--- src/rtl/c2_cfg_ctrl_if.sv ---
// c2_cfg_ctrl_if: configuration bus between the config host and c2_cfg_ctrl.
//   cfg_start / cfg_abort : host commands (begin/restart, abandon a load)
//   cfg_valid / cfg_bit   : serial bit stream, transferred when cfg_ready is high
//   cfg_ready             : controller accepts a bit this cycle
//   cfg_done              : one-cycle pulse on commit
//   cfg_err               : parity failure flag (C2_CFG_PARITY_EN builds only)
//   cells_en / cell_cfg   : committed configuration for the C2 array
// Modports: master (host side), slave (controller side).
interface c2_cfg_ctrl_if #(
    parameter int NUM_CELLS = 4
);
    logic                     cfg_start;
    logic                     cfg_abort;
    logic                     cfg_valid;
    logic                     cfg_bit;
    logic                     cfg_ready;
    logic                     cfg_done;
    logic                     cfg_err;
    logic                     cells_en;
    logic [4*NUM_CELLS-1:0]   cell_cfg;

    modport master (
        output cfg_start, cfg_abort, cfg_valid, cfg_bit,
        input  cfg_ready, cfg_done, cfg_err, cells_en, cell_cfg
    );

    modport slave (
        input  cfg_start, cfg_abort, cfg_valid, cfg_bit,
        output cfg_ready, cfg_done, cfg_err, cells_en, cell_cfg
    );
endinterface

--- src/rtl/c2_cfg_ctrl.sv ---
// c2_cfg_ctrl: serial configuration loader for an array of NUM_CELLS C2 cells.
// Bits are assembled in a shadow register (i-th transferred bit -> shadow[i])
// and the whole array is committed atomically, so the cells never see a
// partially loaded configuration. Cell k occupies cell_cfg[4k+3:4k] as
// {D11,D10,D01,D00}.
//
// Ports:
//   clk  : system clock, rising edge
//   rst  : asynchronous, active-high reset
//   bus  : c2_cfg_ctrl_if.slave (start/abort/valid/bit in; ready/done/err/
//          cells_en/cell_cfg out)
//
// Optional feature: define C2_CFG_PARITY_EN to append one even-parity bit
// after the data bits; a parity failure leaves the old configuration in place
// and raises cfg_err. Without it, cfg_err is tied low.
module c2_cfg_ctrl #(
    parameter int NUM_CELLS = 4
) (
    input  logic          clk,
    input  logic          rst,
    c2_cfg_ctrl_if.slave  bus
);
    localparam int TOTAL = 4 * NUM_CELLS;
    localparam int CW    = $clog2(TOTAL + 1);

`ifdef C2_CFG_PARITY_EN
    typedef enum logic [2:0] {IDLE, LOAD, PAR, ACTIVE, ERROR} state_t;
`else
    typedef enum logic [1:0] {IDLE, LOAD, ACTIVE} state_t;
`endif

    state_t            state;
    state_t            next_state;
    logic [CW-1:0]     cnt;
    logic [TOTAL-1:0]  shadow;
    logic [TOTAL-1:0]  shadow_d;
    logic [TOTAL-1:0]  cell_cfg_q;
    logic              cells_en_q;
    logic              done_q;
    logic              ready_q;
    logic              commit_pend;
    logic              xfer;
    logic              load_en;
`ifdef C2_CFG_PARITY_EN
    logic              err_q;
    logic              parity_ok;
`endif

    // ready is registered, so a transfer needs no combinational path from state
    assign xfer    = bus.cfg_valid && ready_q;
    // a restart or abort in the same cycle discards the offered bit
    assign load_en = (state == LOAD) && xfer && !bus.cfg_start && !bus.cfg_abort;

`ifdef C2_CFG_PARITY_EN
    // even parity over data plus parity bit
    assign parity_ok = ~(^shadow ^ bus.cfg_bit);
`endif

    always_comb begin
        next_state = state;
        case (state)
            IDLE: begin
                if (bus.cfg_start) next_state = LOAD;
            end
            LOAD: begin
                if (bus.cfg_start)      next_state = LOAD;
                else if (bus.cfg_abort) next_state = IDLE;
                else if (xfer && (cnt == CW'(TOTAL - 1))) begin
`ifdef C2_CFG_PARITY_EN
                    next_state = PAR;
`else
                    next_state = ACTIVE;
`endif
                end
            end
`ifdef C2_CFG_PARITY_EN
            PAR: begin
                if (bus.cfg_start)      next_state = LOAD;
                else if (bus.cfg_abort) next_state = IDLE;
                else if (xfer)          next_state = parity_ok ? ACTIVE : ERROR;
            end
            ERROR: begin
                if (bus.cfg_start)      next_state = LOAD;
                else if (bus.cfg_abort) next_state = IDLE;
            end
`endif
            ACTIVE: begin
                if (bus.cfg_start)      next_state = LOAD;
                else if (bus.cfg_abort) next_state = IDLE;
            end
            default: next_state = IDLE;
        endcase
    end

    always_comb begin
        shadow_d = shadow;
        if (load_en) begin
            for (int i = 0; i < TOTAL; i++) begin
                if (cnt == CW'(i)) shadow_d[i] = bus.cfg_bit;
            end
        end
    end

    always_ff @(posedge clk or posedge rst) begin
        if (rst) begin
            state       <= IDLE;
            cnt         <= '0;
            shadow      <= '0;
            cell_cfg_q  <= '0;
            cells_en_q  <= 1'b0;
            done_q      <= 1'b0;
            ready_q     <= 1'b0;
            commit_pend <= 1'b0;
        end else begin
            state  <= next_state;
            shadow <= shadow_d;

            if (bus.cfg_start) cnt <= '0;
            else if (load_en)  cnt <= cnt + 1'b1;

`ifdef C2_CFG_PARITY_EN
            ready_q <= (next_state == LOAD) || (next_state == PAR);
`else
            ready_q <= (next_state == LOAD);
`endif

            // Commit lands one edge after the final accepted bit, so the
            // entry into ACTIVE only arms it here.
            commit_pend <= (next_state == ACTIVE) && (state != ACTIVE);
            done_q      <= commit_pend;
            if (commit_pend) cell_cfg_q <= shadow;

            if (next_state != ACTIVE) cells_en_q <= 1'b0;
            else if (commit_pend)     cells_en_q <= 1'b1;
        end
    end

`ifdef C2_CFG_PARITY_EN
    always_ff @(posedge clk or posedge rst) begin
        if (rst)                                          err_q <= 1'b0;
        else if (bus.cfg_start)                           err_q <= 1'b0;
        else if ((state == PAR) && (next_state == ERROR)) err_q <= 1'b1;
    end
    assign bus.cfg_err = err_q;
`else
    assign bus.cfg_err = 1'b0;
`endif

    assign bus.cfg_ready = ready_q;
    assign bus.cfg_done  = done_q;
    assign bus.cells_en  = cells_en_q;
    assign bus.cell_cfg  = cell_cfg_q;
endmodule

--- src/flat_wrapper.sv ---
// flat-port wrapper written by rule: the top's interface ports become plain ports
module c2_cfg_ctrl_flat 
#(
    parameter int NUM_CELLS = 4
)
  (clk, rst, bus_cfg_start, bus_cfg_abort, bus_cfg_valid, bus_cfg_bit, bus_cfg_ready, bus_cfg_done, bus_cfg_err, bus_cells_en, bus_cell_cfg);
  c2_cfg_ctrl_if #(.NUM_CELLS(NUM_CELLS)) bus_i ();
  input  logic clk;
  input  logic rst;
  input wire logic [$bits(bus_i.cfg_start)-1:0] bus_cfg_start;
  input wire logic [$bits(bus_i.cfg_abort)-1:0] bus_cfg_abort;
  input wire logic [$bits(bus_i.cfg_valid)-1:0] bus_cfg_valid;
  input wire logic [$bits(bus_i.cfg_bit)-1:0] bus_cfg_bit;
  output wire logic [$bits(bus_i.cfg_ready)-1:0] bus_cfg_ready;
  output wire logic [$bits(bus_i.cfg_done)-1:0] bus_cfg_done;
  output wire logic [$bits(bus_i.cfg_err)-1:0] bus_cfg_err;
  output wire logic [$bits(bus_i.cells_en)-1:0] bus_cells_en;
  output wire logic [$bits(bus_i.cell_cfg)-1:0] bus_cell_cfg;
  assign bus_i.cfg_start = bus_cfg_start;
  assign bus_i.cfg_abort = bus_cfg_abort;
  assign bus_i.cfg_valid = bus_cfg_valid;
  assign bus_i.cfg_bit = bus_cfg_bit;
  assign bus_cfg_ready = bus_i.cfg_ready;
  assign bus_cfg_done = bus_i.cfg_done;
  assign bus_cfg_err = bus_i.cfg_err;
  assign bus_cells_en = bus_i.cells_en;
  assign bus_cell_cfg = bus_i.cell_cfg;
  c2_cfg_ctrl #(.NUM_CELLS(NUM_CELLS)) u_core (.clk(clk), .rst(rst), .bus(bus_i));
endmodule
--- config.mk ---
export PLATFORM = sky130hd
export DESIGN_NAME = c2_cfg_ctrl_flat
export DESIGN_NICKNAME = d
export VERILOG_FILES = /design/src/rtl/c2_cfg_ctrl_if.sv /design/src/rtl/c2_cfg_ctrl.sv /design/src/flat_wrapper.sv
export SDC_FILE = /design/constraint.sdc
export NUM_CORES = 1
export LEC_CHECK = 0
export CORE_ASPECT_RATIO = 1.75
export CORE_MARGIN = 1.5
export CORE_UTILIZATION = 40
export DETAILED_ROUTE_END_ITERATION = 8
export PLACE_DENSITY = 0.67
export SLEW_MARGIN = 30
export SYNTH_ARGS = -nofsm -noshare
export SYNTH_HDL_FRONTEND = slang
export SYNTH_SLANG_ARGS = --single-unit
export TNS_END_PERCENT = 50
--- constraint.sdc ---
create_clock -name clk -period 4.3 [get_ports clk]
set_clock_uncertainty 0.15 [all_clocks]
set_input_delay 0.86 -clock clk [delete_from_list [all_inputs] [get_ports clk]]
set_output_delay 0.86 -clock clk [all_outputs]
set_load 0.01 [all_outputs]
==> reports/metrics.cfg <==
[detailed_routing]
via_count=1242
wire_per_inst_um=16.1
drt_iter0_drc=35
drc_errors=0
via_per_inst=5.47
ant_nets=0
first_pass_iters=5
wirelength_um=3660

[place]
io_buffers=24
gp_congestion=0.799
dp_cells=219
place_hpwl_um=2530

[worst_setup_path]
crit_path_end_kind=flop
path_buf_inv=1
critical_path_arrival_ns=2.81
path_cells=clkdlybuf4s50_1 -> or3b_2 -> nor4_1 -> mux2_1
crit_type=input pin to flop
reg2regPathDepth=5
required_ns=4.32
worstPathMaxFanout=17
crit_slowest_cell=clkdlybuf4s50_1
cpPeakStageDelay_ns=0.72
critPathLaunchType=input pin
critPathLaunch=bus_cfg_start
crit_family=simple AND/OR/NAND/NOR gates
r2r-start=u_core.cnt[0]
reg2reg_slack_ns=2.13
reg2reg_to=u_core.shadow[8]

[timing]
drv_slew=0
fmax_ghz=0.358
hold_viol=0
timing.final.crit_share_pct=64.9
relSlewSlack_pct=48.9
fin_crit_ns=2.79
worst_pin_slew_ns=0.766
rsz0062_at_grt=no
setup_tns_ns=0
setup-violations-final=0

[floorplanning]
dieHeight_um=95.2
die_area_mm2=0.00530
die_w_um=55.7
ios=26
row_count=33
core_mm2=0.00467
start_util_pct=41.6

[grt]
grt_pass1_wl_um=5950
grt_usage_pct=14.5
grt_max_degree=44
grt_pass1_vias=1221
grt_overflow=0
grt_antenna_before_repair=0

[power]
vdd_drop_max_v=0.000198
power.leakage_nw=1.03
powerDensity_mw_per_mm2=307

[clock_network]
cts_hold_buf=0
cts_resized=0
clk_pin_slew_ns=0.07
cts-buffers-inserted=5
cts_tree=built
root_buffer=clkbuf_8
post-cts-setup-buffers=0
cts_sinks=43
clockBufferDepth=2
clk_latency_ns=0.29
htreeDepth=2

[finish]
syn_to_final_growth_pct=18.0
n_fill_cell=422
drive_above_1_share_pct=25.1
instances_no_fill=227
n_antenna_cell=0
final_nets=185

[logic_synthesis]
synth_top_area_share_pct=55.4
yosysWarningCount=0
ys_seq_area_share_pct=55.4
synth_nets=162
synth_cells=151
synthTopCellsByArea=dfrtp_1, mux2_2, ha_1, nand4_1, nor4_1
synth.most_common_cell=dfrtp_1
synth_enable_flop_cells=0
netlist_area_mm2=0.00194
yosys.area.top_type=dfrtp_1
syn_area_per_cell_um2=12.9
ys_seq_elements=43
ys.flop_type=dfrtp_1
synth_common_cells=dfrtp_1, mux2_2, nand4_1
async_flop_share_pct=100
yosysUniqueCellTypes=36

[worst_hold_path]
hold_class=flop to flop
holdPathEnd=u_core.shadow[3]
hold_path_depth=1
hold_start=u_core.shadow[3]

[job]
maxCapViolations=0

[outcome]
outcome=completed

==> stage by stage <==
stage          total power [mW]  cell area [um2]  setup slack (ns)  hold WS (ns)  utilization, %
2_1_floorplan             0.456             1940              1.97         0.202               -
3_3_place_gp              0.470             2210              1.26         0.327            47.4
6_report                  0.704             2290              1.51         0.353            49.1
4_1_cts                   0.713             2290              1.53         0.355            49.1
5_1_grt                   0.734             2290              1.39         0.369            49.1
3_5_place_dp              0.472             2210              1.22         0.337            47.4
==> worst max-delay path by stage <==
stage          cells after the start                 to
5_1_grt                            4   u_core.shadow[8]
3_3_place_gp                       4  u_core.shadow[10]
4_1_cts                            4   u_core.shadow[8]
2_1_floorplan                      4  u_core.shadow[10]
3_5_place_dp                       4   u_core.shadow[8]
6_report                           4   u_core.shadow[8]
==> cell usage in the layout (no fill, tap or decap), types with 2 or more instances in the layout <==
master / instances
ha_1: 5
or3b_2: 3
nor2_1: 3
nand4_1: 10
nand3_1: 4
nor3_1: 4
nor2b_1: 2
mux2_2: 31
clkbuf_1: 2
a2bb2oi_1: 2
clkdlybuf4s50_1: 24
inv_1: 4
o21ai_0: 2
clkbuf_8: 5
mux2_1: 2
a21oi_1: 5
dfrtp_1: 43
nor4_1: 5
==> layout make-up <==
cell class / count / area, um2 / share of cell area [%]
sequential: 43 / 1080 / 46.9
timing repair buffer: 25 / 248 / 10.8
tap: 52 / 65.1 / 2.84
clock buffer: 7 / 76.3 / 3.33
clock inverter: 1 / 5.00 / 0.218
inverter: 4 / 15.0 / 0.655
multi-input combinational: 95 / 807 / 35.2
==> state kept, by name (all words and copies together), names as in the netlist <==
register and flops:
u_core.bus.cell_cfg 16, u_core.shadow 16, u_core.cnt 5, u_core.state 2, u_core.bus.cells_en 1, u_core.bus.cfg_done 1, u_core.bus.cfg_ready 1, u_core.commit_pend 1
==> layer usage <==
metal  global-route usage (%)  vias up  routed length (um)
met5                        0        -                   0
met4                     6.10        0                  62
met3                     3.12        5                  96
met2                     25.1       19                1900
met1                     17.5      616                1600
li1                         -      602                   -
==> worst reg2reg max path, stage by stage, from the launching register on <==
cell     delay, ns
dfrtp_1       0.44
inv_1         0.13
ha_1          0.22
or3b_2        0.47
nor4_1        0.29
mux2_1        0.35
==> kinds of logic (layout without fill, tap and decap cells) <==
| group | Yosys count | in the layout | share of synthesized area, % |
|---|---|---|---|
| and+or+nand+nor | 44 | 44 | 15.1 |
| other | 1 | 1 | 0.193 |
| DFF | 43 | 43 | 55.4 |
| muxes | 33 | 33 | 19.1 |
| AOI/OAI and AO/OA | 12 | 12 | 3.86 |
| buffers and inverters | 13 | 37 | 3.09 |
| adders and majority gates | 5 | 5 | 3.22 |
==> power breakdown <==
part	total, mW	switching [mW]	internal, mW	leakage, nW
sequential	0.417	0.00604	0.411	0.592
combinational	0.0472	0.0296	0.0176	0.399
clock	0.240	0.126	0.114	0.0422
(Power assumes the default switching activity.)
